File: config.mk
export PLATFORM = sky130hd
export DESIGN_NAME = shift_register_universal
export DESIGN_NICKNAME = d
export VERILOG_FILES = /design/src/rtl/shift_reg_defs.sv /design/src/rtl/shift_register_universal_cell.sv /design/src/rtl/shift_register_universal.sv
export SDC_FILE = /design/constraint.sdc
export NUM_CORES = 1
export LEC_CHECK = 0
export CORE_MARGIN = 1
export CORE_UTILIZATION = 39
export CTS_CLUSTER_DIAMETER = 30
export DETAILED_ROUTE_END_ITERATION = 8
export GPL_TIMING_DRIVEN = 0
export PLACE_DENSITY = 0.74
export SLEW_MARGIN = 10
export SYNTH_ARGS = -nofsm -noshare
export SYNTH_HDL_FRONTEND = slang
export SYNTH_SLANG_ARGS = --single-unit
File: constraint.sdc
create_clock -name clk -period 1.3 [get_ports clk]
set_input_delay 0.26 -clock clk [delete_from_list [all_inputs] [get_ports clk]]
set_output_delay 0.26 -clock clk [all_outputs]
set_load 0.005 [all_outputs]
File: src/rtl/shift_reg_defs.sv
// Mode encodings shared by the universal shift register and its bit cell.
`ifndef SHIFT_REG_DEFS_SV
`define SHIFT_REG_DEFS_SV
package shift_reg_defs;
    localparam logic [1:0] SR_HOLD = 2'b00;
    localparam logic [1:0] SR_SHR  = 2'b01;
    localparam logic [1:0] SR_SHL  = 2'b10;
    localparam logic [1:0] SR_LOAD = 2'b11;
endpackage
`endif

File: src/rtl/shift_register_universal_cell.sv
// One register bit: 4:1 next-state mux (hold/right/left/load) and a flop with its own reset value.
module shift_reg_cell
    import shift_reg_defs::*;
#(
    parameter logic RST_VAL = 1'b0
) (
    input  logic       clk,
    input  logic       rst_n,
    input  logic [1:0] mode,
    input  logic       shr_bit,
    input  logic       shl_bit,
    input  logic       d,
    output logic       q
);
    logic q_next;

    always_comb begin
        q_next = q;
        case (mode)
            SR_HOLD: q_next = q;
            SR_SHR:  q_next = shr_bit;
            SR_SHL:  q_next = shl_bit;
            SR_LOAD: q_next = d;
            default: q_next = q;
        endcase
    end

    always_ff @(posedge clk or negedge rst_n) begin
        if (!rst_n) q <= RST_VAL;
        else        q <= q_next;
    end
endmodule

File: src/rtl/shift_register_universal.sv
// Universal shift register (hold / shift right / shift left / load) with a saturating drain counter.
// Optional feature: SHIFT_REG_ROTATE_EN adds the rot port for end-around rotation.
module shift_register_universal
    import shift_reg_defs::*;
#(
    parameter int             WIDTH     = 8,
    parameter logic [WIDTH-1:0] RESET_VAL = '0,
    parameter int             CNT_W     = $clog2(WIDTH + 1)
) (
    input  logic             clk,
    input  logic             rst_n,
    input  logic [1:0]       mode,
    input  logic             ser_in_r,
    input  logic             ser_in_l,
    input  logic [WIDTH-1:0] d_in,
`ifdef SHIFT_REG_ROTATE_EN
    input  logic             rot,
`endif
    output logic [WIDTH-1:0] q,
    output logic             ser_out_r,
    output logic             ser_out_l,
    output logic [CNT_W-1:0] shift_cnt,
    output logic             drained
);
    localparam logic [CNT_W-1:0] FULL = CNT_W'(WIDTH);

    logic             ser_r_eff;
    logic             ser_l_eff;
    logic [WIDTH-1:0] shr_src;
    logic [WIDTH-1:0] shl_src;
    logic [CNT_W-1:0] cnt_next;

`ifdef SHIFT_REG_ROTATE_EN
    assign ser_r_eff = rot ? q[0]       : ser_in_r;
    assign ser_l_eff = rot ? q[WIDTH-1] : ser_in_l;
`else
    assign ser_r_eff = ser_in_r;
    assign ser_l_eff = ser_in_l;
`endif

    // Per-bit neighbour sources for each shift direction.
    assign shr_src = {ser_r_eff, q[WIDTH-1:1]};
    assign shl_src = {q[WIDTH-2:0], ser_l_eff};

    for (genvar i = 0; i < WIDTH; i++) begin : g_cell
        shift_reg_cell #(.RST_VAL(RESET_VAL[i])) u_cell (
            .clk     (clk),
            .rst_n   (rst_n),
            .mode    (mode),
            .shr_bit (shr_src[i]),
            .shl_bit (shl_src[i]),
            .d       (d_in[i]),
            .q       (q[i])
        );
    end

    assign ser_out_r = q[0];
    assign ser_out_l = q[WIDTH-1];

    // Counts shift operations, not net displacement; saturates at WIDTH.
    always_comb begin
        cnt_next = shift_cnt;
        case (mode)
            SR_HOLD:        cnt_next = shift_cnt;
            SR_SHR, SR_SHL: cnt_next = (shift_cnt >= FULL) ? FULL : shift_cnt + 1'b1;
            SR_LOAD:        cnt_next = '0;
            default:        cnt_next = shift_cnt;
        endcase
    end

    always_ff @(posedge clk or negedge rst_n) begin
        if (!rst_n) begin
            shift_cnt <= FULL;
            drained   <= 1'b1;
        end else begin
            shift_cnt <= cnt_next;
            drained   <= (cnt_next == FULL);
        end
    end
endmodule

## After elaboration in Yosys (flattened, before gate mapping)

Index checks and enable logic that the tools add are counted.

| operators by class | value |
|---|---|
| add/subtract/negate cells | 1 |
| muxes and demuxes | 10 |
| reduce and logical (&&, ||, !) cells | 2 |
| order comparisons | 1 |
| equality and inequality tests | 4 |

Operator list:

| operator | count |
|---|---|
| $pmux 1 s3 | 8 |
| $pmux 4 s3 | 1 |
| $add 4x1->4 const B | 1 |
| $eq 2x2->1 const B | 2 |
| $eq 4x4->1 const B | 1 |
| $ge 4x4->1 const B | 1 |
| $mux 4 | 1 |
| $eq 2x1->1 const B | 1 |
| $logic_not 2->1 | 1 |
| $reduce_or 2->1 | 1 |

| word-level totals | value |
|---|---|
| input bits | 14 |
| output and inout bits | 15 |
| flip-flop bits (word level) | 13 |
| word-level logic and storage cells | 28 |

## Depth between registers and ports, before layout

Gate-level depths: netlist of the first run.

| logic depth | value |
|---|---|
| depth after elaboration | 4 |
| depth in mapped cells | 6 |

## Modules after synthesis

From an unflattened synthesis of the first run, not the netlist that was laid out.

| second synthesis, totals | value |
|---|---|
| cells, all modules | 49 |
| area, all modules | 709.4 sq um |

Modules (own cells, without submodules):

| module | seq. area each (sq um) | instances | cells an instance | area an instance (sq um) |
|---|---|---|---|---|
| shift_reg_cell | 25.0 | 8 | 2 | 47.5 |
| shift_register_universal | 127.6 | 1 | 33 | 329.1 |

## Worst setup path after synthesis of the first run

No wires, ideal clock.

| timing | value |
|---|---|
| path type | reg2reg |
| from | register shift_cnt[0] |
| to | register drained |
| slack | -0.005 ns |
| library setup time | 0.086 ns |
| clock period less this slack | 1.305 ns |
| cell stages (with the launch flop) | 5 |
| required time | 1.214 ns |
| data arrival time | 1.219 ns |
| cells stage by stage | dfrtp_1 > ha_1 > or4bb_1 > nor2_2 > nor4b_2 |

| between the ends | value |
|---|---|
| cells in the longest elaborated chain, start to end | 4 |
| elaborated cells on any way between the ends | 5 |
| those cells by class | 1 x add/sub; 1 x order compare; 1 x eq/ne; 2 x mux |

Ends and longest elaborated chain:

| what | RTL line | RTL |
|---|---|---|
| from (decl) | shift_register_universal.sv:22 | `output logic [CNT_W-1:0] shift_cnt,` |
| from (signal assigned) | shift_register_universal.sv:76 | `shift_cnt <= cnt_next;` |
| $add 4x1->4 or $ge 4x4->1 (tied branches) | shift_register_universal.sv:65 | `SR_SHR, SR_SHL: cnt_next = (shift_cnt >= FULL) ? FULL : shift_cnt + 1'b1;` |
| $mux 4 | shift_register_universal.sv:65 |  |
| $pmux 4 s3 * | shift_register_universal.sv:63 | `case (mode)` |
| $eq 4x4->1 * | shift_register_universal.sv:77 | `drained <= (cnt_next == FULL);` |
| to (signal assigned) | shift_register_universal.sv:77 |  |
| to (decl) | shift_register_universal.sv:23 | `output logic drained` |

Mark *: on every way between the ends. The rest lies on a longest branch, timed or not.
A chain may end at the register's enable or synchronous reset.

## Worst setup path after layout of the first run

| timing | value |
|---|---|
| from | register shift_cnt[1] |
| to | register drained |

The elaborated chain is that of the path after synthesis.

==> results of run 1 <==
## layout by cell type (no fill, tap or decap), types with 2 or more instances in the layout
cell	count
a22o_1	8
a211oi_1	6
dfstp_2	2
clkbuf_2	8
a211oi_2	2
buf_2	3
ha_2	2
ha_4	2
clkdlybuf4s50_1	11
nand2_1	4
nor2_4	2
a21oi_1	8
clkbuf_4	4
clkdlybuf4s15_1	2
buf_4	22
buf_6	3
dlygate4sd2_1	4
dfrtp_1	11
inv_1	9
ha_1	2
## power groups by stage
stage          sequential [W]  clock [W]  combinational [W]
6_report             0.000505   0.000261           0.000598
3_3_place_gp         0.000539          0           0.000432
3_5_place_dp         0.000540          0           0.000443
5_1_grt              0.000514   0.000290           0.000654
4_1_cts              0.000501   0.000271           0.000559
2_1_floorplan        0.000527          0           0.000224
## final cells by class
type                       instances  area (um2)
clock buffer                       4       26.28
tap                               27       33.78
sequential                        13       327.8
fill                             171       643.1
inverter                          13       68.82
timing repair buffer              43       355.3
multi-input combinational         46       424.2
buffer                            12       82.58
## synthesized netlist by cell type
master      n
inv_1      13
or4bb_1     1
nor3b_1     1
o22ai_1     1
a22o_1      8
and4b_1     1
nand2_1     4
buf_1       1
o21ai_0     1
o21ai_1     1
nor2_2      2
buf_2       3
a21oi_1     8
ha_1        6
or4b_1      1
dfstp_2     2
buf_4       8
nand4bb_1   1
nor4b_2     1
a211oi_1    8
nand4_1     1
dfrtp_1    11
## critical path: stages, from the launching register on
cell	delay, ns
dfrtp_1	0.38
buf_6	0.13
ha_2	0.16
or4bb_4	0.49
nor2_4	0.10
nor4b_2	0.05
## state kept, by name (all words and copies together) (netlist names)
signal           flops
g_cell.u_cell.q      8
drained              1
shift_cnt            4
## timing repair
item                                    4_1_cts  5_1_grt
buffers inserted                             14        2
endpoints found under the setup margin       28       12
gates resized for setup                      40       22
pin swaps                                     0        5
## metrics by stage
step	cell area, um2	worst slack, ns	total power [W]
after floorplan	845.8	0.0007262	0.0007511
after global placement	1160	-0.7439	0.0009705
after detailed placement	1160	-0.7732	0.0009832
after CTS	1300	-0.09005	0.001331
after global routing	1319	-0.1369	0.001457
final	1319	-0.08234	0.001364
## routing by layer
layer | GRT usage | vias up | wire length (um)
li1 | - | 384 | -
met1 | 0.2178 | 391 | 838
met2 | 0.3486 | 18 | 1208
met3 | 0.04151 | 2 | 88
met4 | 0.1056 | 0 | 11
met5 | 0 | - | 0
## path summary, 6_finish.rpt
check | start | to | slack [ns] | cells past startpoint
hold / removal | rst_n | g_cell[1].u_cell.q$_DFFE_PN0P_ | 0.36 | 1
setup reg to reg | shift_cnt[1]$_DFF_PN0_ | drained$_DFF_PN1_ | -0.08 | 5
hold reg to reg | shift_cnt[2]$_DFF_PN0_ | shift_cnt[2]$_DFF_PN0_ | 0.62 | 2
max in group asynchronous | rst_n | g_cell[7].u_cell.q$_DFFE_PN0P_ | 0.55 | 1
setup / recovery | shift_cnt[1]$_DFF_PN0_ | drained$_DFF_PN1_ | -0.08 | 5
min in group clk | mode[0] | shift_cnt[3]$_DFF_PN1_ | 0.53 | 5
## logic make-up after synthesis
logic type / Yosys count
DFF: 13
buffers and inverters: 25
and+or+nand+nor: 13
AOI/OAI and AO/OA: 27
adders and majority gates: 6
==> results by group, run 1 <==
Run status
  – Status: finished, violations left
  – Failing checks: negative setup slack

Synth
  – Post-synthesis cell type count: 22
  – Largest family of logic cells by synthesized area: compound AO/OA/AOI/OAI gates
  – Post-Synth XOR/XNOR Area: 0
  – Syn Area/Cell: 9.712 um2
  – Ys Warns: 0
  – Top post-synthesis cells by area: dfrtp_1 34%, ha_1 9.2%, a22o_1 8.6%, a211oi_1 7.4%, buf_4 7.4%
  – FF+latch count, synth: 13
  – Synth Net Count: 104
  – Mapped Area: 815.8 um2
  – Post-synthesis adder-cell area fraction: 0.09202
  – Post-synth top area share: 0.3374
  – Mux share of post-synthesis cell area: 0
  – Gate Count Post-Synth: 84
  – Leading area contributor after synthesis: dfrtp_1
  – Simple-gate share of the synthesized area: 0.1212
  – Synth Area in Compound Gates: 0.2285
  – Sequential fraction of the synthesis area: 0.4018

Power
  – Clock power share: 0.191
  – Combinational power share: 0.438
  – Leakage: 0.6563 nW
  – Net Sw Power: 0.0004336 W
  – Internal Pwr Total: 0.0009308 W
  – Maximum vdd ir drop: 0.5967 mV
  – Net Sw Frac: 0.3178
  – Pwr dens: 1035 mW/mm2
  – Sequential share of power: 0.370

Timing
  – Post-layout min period: 1.382 ns
  – Final Max Tran Viols: 0
  – RSZ-0062 raised after global routing: yes
  – Hold Slack: 0.3553 ns
  – Final Hold Viols: 0
  – FMAX: 723.4 MHz
  – Setup ws final: -0.08234 ns
  – Skew final: 0.002528 ns
  – Rel. slew slack: 0.5944
  – Final period util: 1.063
  – Sum Neg Setup Slack: -0.1407 ns
  – Worst-Margin Slew: 0.6065 ns
  – Endpoints failing setup: 2

Worst hold path
  – Hold crit path type: primary input to asynchronous set/reset pin

Global route
  – Tot GR Track Use: 0.1966
  – GRT overflow: 0
  – First-pass GRT wire length: 3091 um
  – Initial antenna violation count: 0
  – Largest net degree at the start of global routing: 14
  – Vias in the first global route: 714

Run
  – Max-cap violations: 0

Worst setup path
  – Crit path required time: 1.51 ns
  – Critical Path End Type: flop
  – Startpoint Class: flop
  – Worst Path Max Fanout: 4
  – Arr. time, crit path: 1.59 ns
  – Crit Path Class: flop to flop

Placed design
  – Placed cell count: 139
  – I/O Buffers: 28
  – Placer Congestion: 0.7697
  – Hpwl dp: 1310 um

Drt
  – DRT Pass-1 Iters: 3
  – Initial DRC count: 17
  – Routed len/inst: 13.59 um
  – Post-Route WL: 2147 um
  – Antenna viol nets, final: 0
  – Vias per cell: 5.032
  – # DRC: 0
  – Vias post-DR: 795

CTS
  – TritonCTS Buffers: 3
  – Worst-skew pair later-pin latency: 0.28 ns
  – Root buffer cell: clkbuf_4
  – Clock slew at reported path FFs: 0.09 ns
  – Clock Path Buffers: 2
  – H-tree depth: 1
  – CTS Hold Bufs: 0
  – CTS tree: yes
  – Clk sinks: 13

Layout
  – Final nets: 152
  – # diodes: 0
  – Layout cells sized above 1: 0.4504
  – Layout area overhead: 61.66%
  – Final core occ: 0.6722
  – Finished Layout Cells: 158

Floorplan
  – IO Count: 29
  – Die Wd: 47.74 um
  – Initial Util: 0.4158
  – Die height: 47.74 um
  – Core ar.: 0.001962 mm2
  – Die area: 0.002279 mm2
  – Site row count: 16
No activity file was read; power rests on OpenSTA's default activity.
==> run 2, diff against run 1 <==
--- a/config.mk
+++ b/config.mk
@@ -5,11 +5,11 @@
 export SDC_FILE = /design/constraint.sdc
 export NUM_CORES = 1
 export LEC_CHECK = 0
+export CAP_MARGIN = 10
 export CORE_MARGIN = 1
 export CORE_UTILIZATION = 39
 export CTS_CLUSTER_DIAMETER = 30
 export DETAILED_ROUTE_END_ITERATION = 8
-export GPL_TIMING_DRIVEN = 0
 export PLACE_DENSITY = 0.74
 export SLEW_MARGIN = 10
 export SYNTH_ARGS = -nofsm -noshare
==> results by group, run 2 (synthesis gave the netlist of run 1 again) <==
Run status
  – Status: finished, violations left
  – Failing checks: negative setup slack

Worst setup path
  – Worst Path Max Fanout: 4
  – Worst reg2reg path depth: 6
  – Critical Path End Type: flop
  – RR Startpoint: shift_cnt[1]$_DFF_PN0_
  – Crit path required time: 1.49 ns
  – Crit Path Class: flop to flop
  – Arr. time, crit path: 1.57 ns
  – Startpoint Class: flop
  – Critical Path Start: shift_cnt[1]$_DFF_PN0_

Layout
  – # diodes: 0
  – Max FFs per register: 8
  – Final nets: 149
  – Finished Layout Cells: 155
  – Layout area overhead: 59.20%
  – Final core occ: 0.6620
  – Leading cell types in the layout, fill and taps excluded: 23 x buf_4, 11 x clkdlybuf4s50_1, 10 x dfrtp_1, 10 x dlygate4sd2_1, 9 x inv_1
  – Layout cells sized above 1: 0.3750
  – Commonest non-fill, non-tap cell in the layout: buf_4
  – Top reg by flops: g_cell.u_cell.q
  – Biggest regs: g_cell.u_cell.q: 8 flops, shift_cnt: 4 flops, drained: 1 flops
  – Post-route cell area: 0.001299 mm2

CTS
  – CTS tree: yes
  – Root buffer cell: clkbuf_4
  – H-tree depth: 1
  – Clock Path Buffers: 2
  – TritonCTS Buffers: 3
  – Clock slew at reported path FFs: 0.08 ns
  – Clk sinks: 13
  – Worst-skew pair later-pin latency: 0.26 ns

Global route
  – Initial antenna violation count: 0
  – GRT overflow: 0
  – Largest net degree at the start of global routing: 16
  – Tot GR Track Use: 0.1907
  – First-pass GRT wire length: 3056 um
  – Vias in the first global route: 707

Floorplan
  – Initial Util: 0.4158
  – IO Count: 29
  – Die Wd: 47.74 um
  – Site row count: 16
  – Core ar.: 0.001962 mm2
  – Die height: 47.74 um
  – Die area: 0.002279 mm2

Drt
  – Post-Route WL: 1985 um
  – DRT Pass-1 Iters: 2
  – Vias post-DR: 744
  – Vias per cell: 4.800
  – Initial DRC count: 5
  – Routed len/inst: 12.81 um
  – # DRC: 0
  – Antenna viol nets, final: 0

Timing
  – FMAX: 722.0 MHz
  – RSZ-0062 raised after global routing: yes
  – Final period util: 1.065
  – Setup ws final: -0.08500 ns
  – Final Max Tran Viols: 0
  – Hold Slack: 0.3000 ns
  – Post-layout min period: 1.385 ns
  – Final Hold Viols: 0
  – Endpoints failing setup: 2
  – Rel. slew slack: 0.8209
  – Worst-Margin Slew: 0.2687 ns
  – Skew final: 0.0002929 ns

Power
  – Combinational power share: 0.423
  – PnR Total Power: 0.001295 W
  – Pwr dens: 996.8 mW/mm2
  – Net Sw Power: 0.0003911 W
  – Maximum vdd ir drop: 0.5309 mV
  – Clock power share: 0.191
  – Net Sw Frac: 0.3021
  – Leakage: 0.6319 nW
  – Internal Pwr Total: 0.0009035 W
  – Sequential share of power: 0.386

Placed design
  – Placed cell count: 136
  – I/O Buffers: 28
  – Placer Congestion: 0.7430
  – Hpwl dp: 1347 um
  – Placed Area: 0.001149 mm2

Worst hold path
  – Hold crit path type: primary input to asynchronous set/reset pin

Run
  – Max-cap violations: 0
## run 2: area by class of cell
type / instances / area [um2]
inverter: 13 / 68.82
tap: 27 / 33.78
clock buffer: 4 / 26.28
sequential: 13 / 329.1
multi-input combinational: 46 / 401.6
fill: 172 / 663.1
timing repair buffer: 52 / 439.2
## run 2: power by group through the flow
stage	clock, W	combinational (W)	sequential (W)
finish	0.000247	0.000548	0.000500
global placement	0	0.000404	0.000539
global route	0.000276	0.000603	0.000508
floorplan	0	0.000224	0.000527
detailed placement	0	0.000413	0.000539
CTS	0.000260	0.000511	0.000498
## run 2: final timing paths
check / end / slack [ns]
worst min-delay path: g_cell[1].u_cell.q$_DFFE_PN0P_ / 0.30
max in group asynchronous: shift_cnt[3]$_DFF_PN1_ / 0.76
worst max register to register: drained$_DFF_PN1_ / -0.09
worst min register to register: shift_cnt[2]$_DFF_PN0_ / 0.60
min in group clk: shift_cnt[2]$_DFF_PN0_ / 0.60
worst max-delay path: drained$_DFF_PN1_ / -0.09
## run 2: routing by layer
layer | vias up | part of all wire | global-route usage
li1 | 376 | - | -
met1 | 354 | 0.44 | 0.2233
met2 | 14 | 0.53 | 0.3622
met3 | 0 | 0.037 | 0.02264
met4 | 0 | 0 | 0.05000
met5 | - | 0 | 0
## run 2: repair_timing
| action | in CTS | in global routing |
|---|---|---|
| setup endpoints to repair | 28 | 5 |
| pin swaps | 6 | 3 |
| gates resized for setup | 30 | 10 |
| buffers inserted | 14 | 1 |
| hold buffers | 0 | 0 |
## run 2: per-stage QoR
| stage | setup TNS [ns] | worst slack [ns] |
|---|---|---|
| after global routing | -0.2347 | -0.1243 |
| final | -0.1375 | -0.08500 |
| after global placement | -7.322 | -0.6423 |
| after detailed placement | -7.611 | -0.6744 |
| after CTS | -0.1011 | -0.08411 |
| after floorplan | 0 | 0.0007262 |
## run 2: critical path, cell delays in order (launching register included)
cell	delay (ns)
dfrtp_1	0.39
buf_4	0.15
inv_2	0.06
ha_4	0.19
nand4bb_1	0.12
nand4_1	0.13
nor4b_2	0.26
==> run 3, diff against run 2 <==
--- a/config.mk
+++ b/config.mk
@@ -6,12 +6,12 @@
 export NUM_CORES = 1
 export LEC_CHECK = 0
 export CAP_MARGIN = 10
-export CORE_MARGIN = 1
-export CORE_UTILIZATION = 39
+export CORE_UTILIZATION = 37
 export CTS_CLUSTER_DIAMETER = 30
 export DETAILED_ROUTE_END_ITERATION = 8
-export PLACE_DENSITY = 0.74
+export PLACE_DENSITY = 0.73
 export SLEW_MARGIN = 10
 export SYNTH_ARGS = -nofsm -noshare
 export SYNTH_HDL_FRONTEND = slang
+export SYNTH_HIERARCHICAL = 1
 export SYNTH_SLANG_ARGS = --single-unit
==> results by group, run 3 <==
Synth
  – Simple-gate share of the synthesized area: 0.07231
  – Leading area contributor after synthesis: dfrtp_1
  – FF+latch count, synth: 13
  – Asr flop ratio synth: 1.000
  – Ys Warns: 6
  – Most frequent cell after synthesis: dfrtp_1
  – Mapped Area: 709.4 um2
  – Post-synth EDFFs: 0
  – Mux share of post-synthesis cell area: 0.2698
  – Largest family of logic cells by synthesized area: multiplexers
  – Synth Area in Compound Gates: 0.06702
  – Post-synthesis cell type count: 21
  – Ys flop type: dfrtp_1
  – Gate Count Post-Synth: 49
  – Most frequent cells after synthesis: 11 x dfrtp_1, 8 x mux4_2, 5 x inv_1
  – Synth Net Count: 66
  – Post-synth top area share: 0.3880
  – Post-Synth XOR/XNOR Area: 0.01235
  – Sequential fraction of the synthesis area: 0.4621
  – Syn Area/Cell: 14.48 um2
  – Post-synthesis adder-cell area fraction: 0.05291
  – Top post-synthesis cells by area: dfrtp_1 39%, mux4_2 25%, dfstp_2 7.4%, ha_1 5.3%, inv_1 2.6%

Floorplan
  – Site row count: 15
  – IO Count: 29
  – Die Wd: 45.79 um
  – Die area: 0.002096 mm2
  – Core ar.: 0.001764 mm2
  – Initial Util: 0.4021
  – Die height: 45.79 um

Worst setup path
  – Startpoint Class: flop
  – Critical Path End Type: flop
  – Arr. time, crit path: 1.52 ns
  – Worst Path Max Fanout: 3
  – Crit path required time: 1.51 ns
  – Crit Path Class: flop to flop
  – Reg-to-reg slack, setup: -0.01 ns

CTS
  – Clock Path Buffers: 2
  – Root buffer cell: clkbuf_4
  – Worst-skew pair later-pin latency: 0.27 ns
  – Clock slew at reported path FFs: 0.08 ns
  – CTS tree: yes
  – H-tree depth: 1
  – TritonCTS Buffers: 3
  – Clk sinks: 13

Power
  – Leakage: 0.5656 nW
  – Pwr dens: 1118 mW/mm2
  – Maximum vdd ir drop: 0.7428 mV
  – PnR Total Power: 0.001355 W

Timing
  – Final period util: 1.012
  – Setup ws final: -0.01499 ns
  – Sum Neg Setup Slack: -0.01499 ns
  – Worst-Margin Slew: 0.1646 ns
  – FMAX: 760.5 MHz
  – Post-layout min period: 1.315 ns
  – Endpoints failing setup: 1
  – Rel. slew slack: 0.8894
  – Final Max Tran Viols: 0
  – Final Hold Viols: 0
  – Skew final: 0.0005309 ns
  – RSZ-0062 raised after global routing: yes

Layout
  – # fillers: 140
  – Commonest non-fill, non-tap cell in the layout: buf_4
  – Layout area overhead: 70.72%
  – Leading cell types in the layout, fill and taps excluded: 25 x buf_4, 12 x dlygate4sd2_1, 11 x clkdlybuf4s50_1
  – Biggest regs: g_cell.u_cell/q: 8 flops, shift_cnt: 4 flops, drained: 1 flops
  – Max FFs per register: 8
  – Top reg by flops: g_cell.u_cell/q
  – Layout cells sized above 1: 0.4466
  – # diodes: 0
  – Final nets: 121

Drt
  – Routed len/inst: 13.41 um
  – Post-Route WL: 1717 um
  – Vias post-DR: 623
  – Vias per cell: 4.867
  – Antenna viol nets, final: 0
  – # DRC: 0
  – Initial DRC count: 9
  – DRT Pass-1 Iters: 4

Placed design
  – Placer Congestion: 0.7362
  – Hpwl dp: 1149 um
  – I/O Buffers: 28
  – Worst slack at placement: -0.4365 ns

Global route
  – Initial antenna violation count: 0
  – GRT overflow: 0
  – Vias in the first global route: 576
  – Largest net degree at the start of global routing: 14
  – First-pass GRT wire length: 2456 um
  – Tot GR Track Use: 0.1672

Run
  – Max-cap violations: 0

Worst hold path
  – Hold crit path type: primary input to asynchronous set/reset pin

Run status
  – Status: finished, violations left
  – Failing checks: negative setup slack
[run 3: worst max-delay path: stages (launching register included)]
cell and delay, ns:
dfrtp_1 0.38, buf_6 0.12, inv_1 0.03, ha_1 0.25
inv_1 0.04, or3_1 0.30, o2111a_1 0.12
[run 3: through the flow]
step	cell area [um2]	instances	hold slack (ns)	utilization
after global routing	1211	128	0.3052	0.6865
after detailed placement	1077	110	0.5770	0.6106
final	1211	128	0.2947	0.6865
after global placement	1077	110	0.5791	0.6106
after floorplan	709.4	49	-0.03559	-
after CTS	1182	125	0.2795	0.6702
[run 3: final timing paths]
kind,from,endpoint,depth (start not counted)
min reg2reg,shift_cnt[2]$_DFF_PN0_,shift_cnt[2]$_DFF_PN0_,2
min,rst_n,g_cell[6].u_cell/q$_DFFE_PN0P_,2
max,shift_cnt[1]$_DFF_PN0_,drained$_DFF_PN1_,6
max in group asynchronous,rst_n,shift_cnt[3]$_DFF_PN1_,2
min in group clk,mode[1],g_cell[1].u_cell/q$_DFFE_PN0P_,3
max reg2reg,shift_cnt[1]$_DFF_PN0_,drained$_DFF_PN1_,6
[run 3: kinds of logic (layout without fill, tap and decap cells)]
kind of cell / Yosys count / count (layout)
mux: 9 / 9
flops: 13 / 13
compound gates: 6 / 6
xor+xnor: 1 / 1
buf+inv: 8 / 62
fa+ha+maj: 3 / 3
simple gates: 9 / 9
[run 3: repair_timing]
action	CTS	global route
pin swaps	2	1
endpoints found under the setup margin	28	4
buffers inserted	11	3
gates resized for setup	23	5
hold buffers	0	0
[run 3: metal layers]
metal / part of all wire / GRT usage
met1: 0.42 / 0.1979
met2: 0.54 / 0.3000
met3: 0.029 / 0.05952
met4: 0.0070 / 0.01765
met5: 0 / 0
[run 3: power breakdown]
part / leakage [nW] / switching (W) / internal (W)
registers: 0.153 / 0.0000456 / 0.000478
logic: 0.398 / 0.000202 / 0.000386
clock network: 0.0150 / 0.000124 / 0.000119
total: 0.566 / 0.000373 / 0.000982
[run 3: cell type report]
type                    instances  area [um2]  area share
clock buffers                   4       26.28     0.02169
inverters                       5       18.77     0.01550
multi-input cells              28       351.6      0.2903
flip-flops and latches         13       329.1      0.2717
well taps                      25       31.28     0.02583
repair buffers                 53       454.2      0.3750
